`src/rtl/scan_frame_tx_if.sv`:
```
// Request handshake bundle for scan_frame_tx: valid/ready plus write payload.
interface scan_frame_tx_if #(
  parameter int W = 4,
  parameter int K = 5
) ();
  logic         req_valid;
  logic         req_ready;
  logic         req_wr;
  logic [K-1:0] req_addr;
  logic [W-1:0] req_data;

  modport master (output req_valid, req_wr, req_addr, req_data, input req_ready);
  modport slave  (input req_valid, req_wr, req_addr, req_data, output req_ready);
endinterface

```
`src/rtl/scan_frame_tx.sv`:
```
// scan_frame_tx: serialises memory-write requests MSB-first for a scan-in
// shift-register loader. Frame order is data, addr, wr so the far-end register
// ends up holding {data, addr, wr}. Each bit is held DIV cycles and every frame
// is followed by GAP idle zero cycles.
// Build option: define SCAN_FRAME_TX_PARITY_EN to prepend an even-parity bit
// over {data, addr, wr}, landing above data in the receiver.
//
// state   | meaning
// --------+-----------------------------------------------------------
// S_IDLE  | waiting for request; req_ready high, scan_out low
// S_SHIFT | frame bits on scan_out, scan_frame high
// S_GAP   | GAP idle zero cycles after the frame; frame_done in first
module scan_frame_tx #(
  parameter int W   = 4,
  parameter int K   = 5,
  parameter int DIV = 1,
  parameter int GAP = 2
) (
  input  logic           clk,
  input  logic           rst,
  scan_frame_tx_if.slave req,
  output logic           scan_out,
  output logic           scan_frame,
  output logic           frame_done,
  output logic           busy
);

`ifdef SCAN_FRAME_TX_PARITY_EN
  localparam int L = W + K + 2;
`else
  localparam int L = W + K + 1;
`endif
  localparam int              CW       = $clog2(L + 1);
  localparam logic [CW-1:0]   BIT_INIT = CW'(L - 1);
  localparam logic [7:0]      DIV_M1   = 8'(DIV - 1);
  localparam logic [7:0]      GAP_M1   = 8'((GAP > 0) ? GAP - 1 : 0);

  typedef enum logic [1:0] {
    S_IDLE  = 2'd0,
    S_SHIFT = 2'd1,
    S_GAP   = 2'd2
  } state_t;

  state_t        state_q;
  logic [L-1:0]  sr_q;
  logic [CW-1:0] bit_q;
  logic [7:0]    div_q;
  logic [7:0]    gap_q;
  logic          scan_out_q;
  logic          scan_frame_q;
  logic          frame_done_q;
  logic          busy_q;
  logic [L-1:0]  frame_d;
  logic          accept;

  // Assemble the frame from the live request; only used on the accept edge.
`ifdef SCAN_FRAME_TX_PARITY_EN
  assign frame_d = {^{req.req_data, req.req_addr, req.req_wr},
                    req.req_data, req.req_addr, req.req_wr};
`else
  assign frame_d = {req.req_data, req.req_addr, req.req_wr};
`endif

  assign req.req_ready = (state_q == S_IDLE);
  assign accept        = req.req_valid && (state_q == S_IDLE);

  assign scan_out   = scan_out_q;
  assign scan_frame = scan_frame_q;
  assign frame_done = frame_done_q;
  assign busy       = busy_q;

  // Sequencer: capture, shift with per-bit divider, post-frame gap.
  always_ff @(posedge clk) begin
    if (rst) begin
      state_q      <= S_IDLE;
      sr_q         <= '0;
      bit_q        <= '0;
      div_q        <= '0;
      gap_q        <= '0;
      scan_out_q   <= 1'b0;
      scan_frame_q <= 1'b0;
      frame_done_q <= 1'b0;
      busy_q       <= 1'b0;
    end else begin
      frame_done_q <= 1'b0;
      case (state_q)
        S_IDLE: begin
          if (accept) begin
            state_q      <= S_SHIFT;
            sr_q         <= frame_d;
            bit_q        <= BIT_INIT;
            div_q        <= DIV_M1;
            scan_out_q   <= frame_d[L-1];
            scan_frame_q <= 1'b1;
            busy_q       <= 1'b1;
          end
        end
        S_SHIFT: begin
          if (div_q != 8'd0) begin
            div_q <= div_q - 8'd1;
          end else if (bit_q != '0) begin
            sr_q       <= {sr_q[L-2:0], 1'b0};
            bit_q      <= bit_q - CW'(1);
            div_q      <= DIV_M1;
            scan_out_q <= sr_q[L-2];
          end else begin
            scan_out_q   <= 1'b0;
            scan_frame_q <= 1'b0;
            frame_done_q <= 1'b1;
            if (GAP > 0) begin
              state_q <= S_GAP;
              gap_q   <= GAP_M1;
            end else begin
              state_q <= S_IDLE;
              busy_q  <= 1'b0;
            end
          end
        end
        S_GAP: begin
          if (gap_q == 8'd0) begin
            state_q <= S_IDLE;
            busy_q  <= 1'b0;
          end else begin
            gap_q <= gap_q - 8'd1;
          end
        end
        default: begin
          state_q      <= S_IDLE;
          scan_out_q   <= 1'b0;
          scan_frame_q <= 1'b0;
          busy_q       <= 1'b0;
        end
      endcase
    end
  end

endmodule
```
`src/flat_wrapper.sv`:
```
// flat-port wrapper written by rule: the top's interface ports become plain ports
module scan_frame_tx_flat 
#(
  parameter int W   = 4,
  parameter int K   = 5,
  parameter int DIV = 1,
  parameter int GAP = 2
)
  (clk, rst, scan_out, scan_frame, frame_done, busy, req_req_valid, req_req_wr, req_req_addr, req_req_data, req_req_ready);
  scan_frame_tx_if #(.W(W), .K(K)) req_i ();
  input  logic clk;
  input  logic rst;
  output logic scan_out;
  output logic scan_frame;
  output logic frame_done;
  output logic busy;
  input wire logic [$bits(req_i.req_valid)-1:0] req_req_valid;
  input wire logic [$bits(req_i.req_wr)-1:0] req_req_wr;
  input wire logic [$bits(req_i.req_addr)-1:0] req_req_addr;
  input wire logic [$bits(req_i.req_data)-1:0] req_req_data;
  output wire logic [$bits(req_i.req_ready)-1:0] req_req_ready;
  assign req_i.req_valid = req_req_valid;
  assign req_i.req_wr = req_req_wr;
  assign req_i.req_addr = req_req_addr;
  assign req_i.req_data = req_req_data;
  assign req_req_ready = req_i.req_ready;
  scan_frame_tx #(.W(W), .K(K), .DIV(DIV), .GAP(GAP)) u_core (.clk(clk), .rst(rst), .req(req_i), .scan_out(scan_out), .scan_frame(scan_frame), .frame_done(frame_done), .busy(busy));
endmodule
```
`config.mk`:
```
export PLATFORM = sky130hd
export DESIGN_NAME = scan_frame_tx_flat
export DESIGN_NICKNAME = d
export VERILOG_FILES = /design/src/rtl/scan_frame_tx_if.sv /design/src/rtl/scan_frame_tx.sv /design/src/flat_wrapper.sv
export SDC_FILE = /design/constraint.sdc
export NUM_CORES = 1
export LEC_CHECK = 0
export CAP_MARGIN = 20
export CORE_MARGIN = 2
export CORE_UTILIZATION = 50
export CTS_CLUSTER_DIAMETER = 30
export CTS_CLUSTER_SIZE = 16
export DETAILED_ROUTE_END_ITERATION = 16
export PLACE_DENSITY = 0.71
export SLEW_MARGIN = 5
export SYNTH_ARGS = -nofsm -noshare
export SYNTH_HDL_FRONTEND = slang
export SYNTH_SLANG_ARGS = --single-unit
```
`constraint.sdc`:
```
create_clock -name clk -period 3.61 [get_ports clk]
set_input_delay 0.361 -clock clk [delete_from_list [all_inputs] [get_ports clk]]
set_output_delay 0.361 -clock clk [all_outputs]
set_load 0.1 [all_outputs]
```
==> flow_summary.ini <==
[timing]
hold_violations = 0
setup_ws_ns = 1.13
setup_tns_ns = 0
max_slew_margin = 0.344
tightest_slew_ns = 0.982
timing.hold.ws_ns = 0.488
rsz0062_at_grt = no
finalCritPeriodShare = 0.686
fmax_mhz = 404
finClkSkew_ns = 0.0142
drv_slew = 0
setup_violations = 0
period_needed_ns = 2.48

[finish]
syn_to_final_growth_pct = 14.7
nFillCells = 297
final_common_cell = dfxtp_1
final_cell_count_no_fill = 271
drive_above_1_share = 0.0933
insertedDiodeCount = 0
fin_util = 0.606
fin_nets = 243
layout.cells.most_common_list = dfxtp_1, nand2_1, a21oi_1, clkdlybuf4s50_1, nor3_1
final_area_um2 = 2060

[die]
io_pins = 18
die_height_um = 63.9
start_util = 0.529
core-area_um2 = 3390
num_rows = 21
die_x_um = 63.9
die_area_um2 = 4080

[pwr]
leakage_nw = 0.734
total_power_mw = 1.57
peakVddDrop_v = 0.000483
p_int_mw = 0.908
comb_power_share = 0.452
swShare = 0.421
pwr-share-clk = 0.190
p_switching_mw = 0.659
p_per_area_nw_per_um2 = 762
seqPwrFrac = 0.358

[clocking]
clk_pin_slew_ns = 0.11
cts_resized = 0
clock_path_buffers = 2
clk_latency_ns = 0.35
post_cts_buffers = 0
root_buffer = clkbuf_4
h-tree-depth = 2
cts.sinks = 35
holdBufCountCts = 0
cts_tree = yes
cts_buffers = 5

[placed_design]
dp_hpwl_mm = 2.96
gp_congestion = 0.796
dpl_worst_slack_ns = 1.36
place_area_um2 = 1970
dp_cells = 263
io_buffers = 17

[global_route]
grtUsageMet1 = 0.293
grt_util_met3 = 0.0599
grt_max_degree = 22
gr-max-usage-layer = met2
gr-usage-all-layers = 0.218
antenna_found_initial = 0
grt_pass1_wl_mm = 6.93
use_met2 = 0.335
overflow = 0
first_global_vias = 1518

[synthesis]
synth-seq-cells = 35
async_reset_ff_frac = 0
synth_ff_type = dfxtp_1
ys_seq_area_frac = 0.391
synth_fp_nets = 229
yosys.area.top_type = dfxtp_1
synth_edf_count = 0
ys_warn_count = 0
synth_top_area_frac = 0.391
synthCells = 210
syn_area_um2 = 1790
ys_types = 51
synth.area.top_cells = dfxtp_1, a21oi_1, ha_1
avgSynthCellArea_um2 = 8.54

[worst_setup_path]
reg2reg_to = u_core.div_q[1]$_SDFFE_PP0P_
r2r_slack_ns = 1.33
worstRegToRegCells = 6
cp.required_ns = 3.25
crit_family = buffers and inverters
critPathCapture = req_req_ready
critical_path_depth = 2
critPathLaunchType = flip-flop
cp_max_fo = 14
worstPathArrival_ns = 2.12
worstReg2RegStart = u_core.div_q[0]$_SDFFE_PP0P_
path_buf_inv = 1
critical_path_class = reg2out
slowest_delay_ns = 1.15
slowest_stage = clkdlybuf4s50_1
critPathLaunch = u_core.state_q[0]$_SDFFE_PP0P_
cp-end-kind = output port
worstPathCellList = nor2_1, clkdlybuf4s50_1

[outcome]
status = finished clean

[detailed_routing]
final_antenna_net_count = 0
vias = 1565
drc_errors = 0
drtPass1Iterations = 4
via_per_inst = 5.77
drt_wl_total_mm = 4.04
routedWlPerCell_um = 14.9
initialDrtViolationCount = 85

[job]
max-cap-violations = 0

[min_path]
hold_path.class = reg2reg
-- layout make-up --
cell class,count,area (um^2),area share
timing repair buffer,19,185,0.0901
multi-input combinational,153,988,0.481
tap,46,57.6,0.0280
sequential,35,701,0.341
inverter,10,37.5,0.0183
clock buffer,6,51.3,0.0250
clock inverter,2,35.0,0.0170
-- cells by family after synthesis --
family | after synthesis | synth area share
AO/OA/AOI/OAI | 51 | 0.184
XOR/XNOR | 4 | 0.0195
adder cells (fa/ha/maj) | 6 | 0.0419
buffers and inverters | 22 | 0.0579
flip-flops | 35 | 0.391
multiplexers | 1 | 0.00558
AND/OR/NAND/NOR | 91 | 0.301
-- flip-flops by register name, indices dropped and copies added (netlist names) --
name	cells
u_core.bit_q	4
u_core.div_q	8
u_core.sr_q	9
u_core.gap_q	8
u_core.busy	1
u_core.scan_frame	1
u_core.state_q	2
u_core.scan_out	1
u_core.frame_done	1
-- power by group through the flow --
stage	Combinational (mW)	Sequential [mW]	Clock, mW
after global routing	0.784	0.573	0.314
final	0.709	0.561	0.297
after CTS	0.707	0.560	0.307
after global placement	0.680	0.560	0
after floorplan	0.517	0.607	0
after detailed placement	0.704	0.568	0
-- per-layer routing --
metal	part of all wire	wire length [um]	up-vias
met5	0	0	-
met4	0.016	64	0
met3	0.041	165	6
met2	0.45	1820	31
met1	0.49	2000	732
li1	-	-	796
-- worst min path at each step --
stage                                       from                            to  slack (ns)  cells past startpoint
global route         u_core.sr_q[5]$_SDFFE_PP0P_   u_core.sr_q[5]$_SDFFE_PP0P_        0.49                      2
detailed placement   u_core.sr_q[5]$_SDFFE_PP0P_   u_core.sr_q[5]$_SDFFE_PP0P_        0.47                      2
CTS                  u_core.sr_q[5]$_SDFFE_PP0P_   u_core.sr_q[5]$_SDFFE_PP0P_        0.49                      2
global placement    u_core.gap_q[7]$_SDFFE_PP0P_  u_core.gap_q[7]$_SDFFE_PP0P_        0.46                      2
floorplan            u_core.sr_q[5]$_SDFFE_PP0P_   u_core.sr_q[5]$_SDFFE_PP0P_        0.45                      2
finish               u_core.sr_q[5]$_SDFFE_PP0P_   u_core.sr_q[5]$_SDFFE_PP0P_        0.49                      2
-- cells in the mapped netlist (3+ instances only) --
| cell type | count |
|---|---|
| dfxtp_1 | 35 |
| a21oi_1 | 18 |
| nand2_1 | 18 |
| nor3_1 | 14 |
| nor2_1 | 11 |
| inv_1 | 10 |
| o21ai_0 | 10 |
| or3_1 | 9 |
| nand3_1 | 7 |
| a311oi_1 | 6 |
| clkbuf_1 | 6 |
| ha_1 | 6 |
| a211oi_1 | 4 |
| nor3b_1 | 4 |
| buf_4 | 3 |
| nand4_1 | 3 |
| or4_1 | 3 |
-- worst register-to-register path: stages (launching register included) --
cell and delay, ns:
dfxtp_1 0.34, inv_1 0.10, ha_1 0.17, or3b_2 0.48, or4_1 0.74, nand3_2 0.27
nor3_1 0.09
No activity file was read; power rests on OpenSTA's default activity.
